File: config.mk
export PLATFORM = sky130hd
export DESIGN_NAME = jtframe_dump_trigger
export DESIGN_NICKNAME = d
export VERILOG_FILES = /design/src/rtl/jtframe_dump_trigger.sv
export SDC_FILE = /design/constraint.sdc
export NUM_CORES = 1
export LEC_CHECK = 0
export BUFFER_PORTS_ARGS = -buffer_cell sky130_fd_sc_hd__buf_4
export CAP_MARGIN = 30
export CORE_UTILIZATION = 60
export DETAILED_ROUTE_END_ITERATION = 10
export PLACE_DENSITY = 0.85
export RECOVER_POWER = 100
export SYNTH_ARGS = -nofsm -noshare
export SYNTH_HDL_FRONTEND = slang
export SYNTH_SLANG_ARGS = --single-unit
File: constraint.sdc
create_clock -name clk -period 5.69 [get_ports clk]
set_clock_uncertainty 0.15 [all_clocks]
set_input_delay 0.569 -clock clk [delete_from_list [all_inputs] [get_ports clk]]
set_output_delay 0.569 -clock clk [all_outputs]
set_load 0.02 [all_outputs]
File: src/rtl/jtframe_dump_trigger.sv
// Capture-window controller: counts frames on VS falling edges after ROM download and
// opens dump_en at a programmed start frame for a programmed number of frames.
module jtframe_dump_trigger #(
  parameter int FW = 32,
  parameter int LW = 16
) (
  input  logic          clk,
  input  logic          rst,
  input  logic          vs,
  input  logic          downloading,
  input  logic          arm,
  input  logic          abort,
  input  logic [FW-1:0] start_frame,
  input  logic [LW-1:0] length,
  output logic [FW-1:0] frame_cnt,
  output logic          dump_en,
  output logic          done,
  output logic          busy
);

  typedef enum logic [2:0] {
    IDLE,
    WAIT_DL,
    WAIT_START,
    CAPTURE,
    DONE
  } state_t;

  state_t        r_state;
  logic          r_vs_l;
  logic          w_fe;
  logic [FW-1:0] r_start;
  logic [LW-1:0] r_length;
  logic [LW-1:0] r_len;

  function automatic logic [FW-1:0] sat_inc(input logic [FW-1:0] v);
    return (&v) ? v : v + FW'(1);
  endfunction

  assign w_fe = r_vs_l & ~vs;

  always_ff @(posedge clk) begin
    if (rst) begin
      r_vs_l    <= 1'b0;
      frame_cnt <= '0;
    end else begin
      r_vs_l    <= vs;
      if (downloading)
        frame_cnt <= '0;
      else if (w_fe)
        frame_cnt <= sat_inc(frame_cnt);
    end
  end

  // abort outranks everything; downloading only interrupts the frame-driven states
  always_ff @(posedge clk) begin
    if (rst) begin
      r_state <= IDLE;
      dump_en <= 1'b0;
      done    <= 1'b0;
      busy    <= 1'b0;
      r_len   <= '0;
    end else if (abort) begin
      r_state <= IDLE;
      dump_en <= 1'b0;
      done    <= 1'b0;
      busy    <= 1'b0;
    end else begin
      case (r_state)
        IDLE: begin
          if (arm) begin
            r_state  <= WAIT_DL;
            busy     <= 1'b1;
            r_start  <= start_frame;
            r_length <= length;
          end
        end
        WAIT_DL: begin
          if (!downloading)
            r_state <= WAIT_START;
        end
        WAIT_START: begin
          if (downloading) begin
            r_state <= WAIT_DL;
          end else if (w_fe && frame_cnt == r_start) begin
            r_state <= CAPTURE;
            dump_en <= 1'b1;
            r_len   <= r_length;
          end
        end
        CAPTURE: begin
          if (downloading) begin
            r_state <= WAIT_DL;
            dump_en <= 1'b0;
          end else if (w_fe) begin
            if (r_len == LW'(1)) begin
              r_state <= DONE;
              dump_en <= 1'b0;
              done    <= 1'b1;
              busy    <= 1'b0;
            end else if (r_len != '0) begin
              r_len <= r_len - LW'(1);
            end
          end
        end
        DONE: begin
          if (arm) begin
            r_state  <= WAIT_DL;
            done     <= 1'b0;
            busy     <= 1'b1;
            r_start  <= start_frame;
            r_length <= length;
          end
        end
        default: begin
          r_state <= IDLE;
          dump_en <= 1'b0;
          done    <= 1'b0;
          busy    <= 1'b0;
        end
      endcase
    end
  end

endmodule

==> qor.yml <==
critical_path:
  cpMostUsedCell: "nor2_1"
  required_ns: 5.86
  cp-start-kind: "flop"
  cpMaxStageDelayCell: "nor2_1"
  critPathArrivalTime_ns: 3.98
  worstReg2RegStart: "r_len[7]"
  setup.worst_path.end_class: "flop"
  setup.worst_path.class: "reg -> reg"
  path_cells: "or4_1 -> and4b_1 -> a311o_1 -> nor2_1 -> nor2_1 -> o221a_2"
  crit_start: "r_len[7]"
  slowest_delay_ns: 1.02
  critical_path_peak_fanout: 14
cells_and_area:
  fillers: 663
  layout_commonest_cell: "dfxtp_1"
  final_net_count: 631
  n_antenna_cell: 0
  layout_common_cells: "dfxtp_1, nor2_1, clkbuf_4, edfxtp_1, clkbuf_1"
  layout-drive-gt1-share_pct: 15.1
  area_delta_synth_final_pct: 14.3
synthesis:
  synth_edf_count: 48
  netlist_area_sq_mm: 0.00508
  seq_area_frac_synth_pct: 50.0
  syn-mean-instance-area_sq_um: 10.3
  syn_nets: 552
  postSynthCellCount: 494
  ys_warn_count: 0
  synthArstFlopShare_pct: 0
  synth_cell_types: 65
  ys_ff_latch: 103
  synth_top_flop_cell: "dfxtp_1"
timing:
  finalSetupViolCount: 0
  relSlewSlack_pct: -9.23
  finalHoldViolCount: 0
  slew_viol_final: 42
  tightest_slew_ns: 1.62
  fin_crit_ns: 3.82
  fin_crit_sh_pct: 67.1
  fmax_mhz: 262
  worst_slack_ns: 1.87
  finalSetupTns_ns: 0
  rsz0062_at_grt: "false"
grt:
  overflow: 0
  antenna_found_initial: 0
  grtUsageMet2_pct: 44.4
  met3_usage_pct: 5.34
  grt_first_pass_wirelength_mm: 19.5
  busiest_layer: "met2"
  grt_max_degree: 34
  grt_use_met1_pct: 40.4
  grt_pass1_vias: 3946
  grt.total_usage_pct: 28.9
power:
  irDropWorstVdd_uv: 160
  p_leak_nw: 2.01
  powerDensity_mw_per_mm2: 239
clock_tree:
  clockRootBuffer: "clkbuf_8"
  clk_latency_ns: 0.37
  cts_htree_levels: 3
  cts_tree: "done"
  cts_hold_buf: 0
  numCtsBuffers: 9
  clock_sinks: 103
  clkTransAtPathRegs_ns: 0.10
  clockBufferDepth: 2
  post-cts-setup-buffer-count: 0
  ctsResizeCount: 0
flow_run:
  drv_cap: 2
route:
  drtIter0Drc: 361
  vias: 4251
  ant_nets: 0
  viasPerCell: 6.22
  wire_per_inst_um: 17.3
  wl_mm: 11.9
  drc_errors: 0
  dr.pass1.iters: 5
floorplanning:
  core_area_sq_mm: 0.00822
  num_rows: 33
  ios: 89
  initial_core_util_pct: 61.9
  fp.dieW_um: 94.0
  die_h_um: 94.0
  die_area_sq_mm: 0.00884
min_path:
  hp-class: "in -> reg"
  min_from: "abort"
outcome:
  outcome: "complete, but fails checks"
  violations: "max-capacitance violations, max-slew violations"
place:
  io_buffer_count: 88
  gp_congestion: 0.872
  hpwl_mm: 8.66
  dp_slack_ns: 2.60
==> flip-flops by register name (all words and copies together) (netlist names) <==
signal,cells
busy,1
done,1
dump_en,1
frame_cnt,32
r_len,16
r_length,16
r_start,32
r_state,3
r_vs_l,1
==> critical path, delay by kind of cell (launching register included) <==
family	cells	cell delay, ns
compound gates	2	0.86
simple gates	4	2.38
flops	1	0.36
==> logic make-up (layout without fill, tap and decap cells) <==
kind of cell               Yosys count  after routing  share of synthesized area [%]
AOI/OAI and AO/OA                   99             99                           15.1
xor gates and xnor gates            54             54                           9.30
adders and majority gates            4              4                          0.985
buffers and inverters               33            117                           2.90
DFF                                103            103                           50.0
muxes                                1              1                          0.197
and+or+nand+nor                    200            200                           21.5
==> area by class of cell <==
| class | instances | area (sq um) | share of cell area [%] |
|---|---|---|---|
| clock buffer | 10 | 128 | 2.20 |
| tap | 105 | 131 | 2.26 |
| sequential | 103 | 2540 | 43.7 |
| clock inverter | 6 | 76.3 | 1.31 |
| multi-input combinational | 358 | 2360 | 40.6 |
| timing repair buffer | 91 | 537 | 9.24 |
| inverter | 10 | 37.5 | 0.646 |
==> stage by stage <==
stage | cells | power (mW) | area, sq um | util (%) | hold slack (ns)
finish | 683 | 1.39 | 5810 | 70.7 | 0.220
global route | 683 | 1.44 | 5810 | 70.7 | 0.212
CTS | 681 | 1.40 | 5990 | 72.9 | 0.204
detailed placement | 665 | 0.937 | 5790 | 70.4 | 0.309
global placement | 664 | 0.933 | 5770 | 70.2 | 0.303
floorplan | 494 | 0.889 | 5080 | - | 0.286
==> final timing paths <==
kind / endpoint / slack, ns / cells past startpoint
worst max-delay path: r_len[8] / 1.87 / 6
worst min-delay path: done / 0.22 / 2
worst max register to register: r_len[8] / 1.87 / 6
worst min register to register: r_len[5] / 0.33 / 2
==> per-layer routing <==
metal  vias up  share of wire (%)
met2       201                 45
met1      1996                 45
met3        26                7.4
li1       2028                  -
met5         -                  0
met4         0                2.4
==> where the power goes <==
part           switching (mW)  internal, mW  leakage [nW]
Combinational          0.0648        0.0480          1.02
Sequential             0.0116         0.792         0.883
Clock                   0.262         0.212         0.103
==> cell usage after synthesis (3+ instances only) <==
master    number  share of area, %
ha_1           4              0.98
and4_1         4              0.69
nand4_1       14               1.7
nor3_1        13               1.3
o211ai_1       3              0.44
xnor2_1       23               4.0
nand2b_1       3              0.37
o22a_1         3              0.52
o221a_2        4              0.89
nor2_1        51               3.8
nor2b_1        4              0.49
dfxtp_1       55                22
xor2_1        31               5.3
a31oi_1        5              0.62
buf_6          3              0.66
o21ai_0       15               1.5
nand2_1       36               2.7
a21oi_1       22               2.2
edfxtp_1      48                28
a311oi_1       4              0.69
clkbuf_1      19               1.4
a221oi_1       3              0.52
nor4_1        17               2.1
or4_1          4              0.59
o32ai_2        7               2.2
or3_1          9               1.1
nand3_1       16               1.6
and3_1        10               1.2
nor3b_1        3              0.44
inv_1          9              0.66
o22a_2         4              0.79
a211oi_1       9               1.3
(Power assumes the default switching activity.)
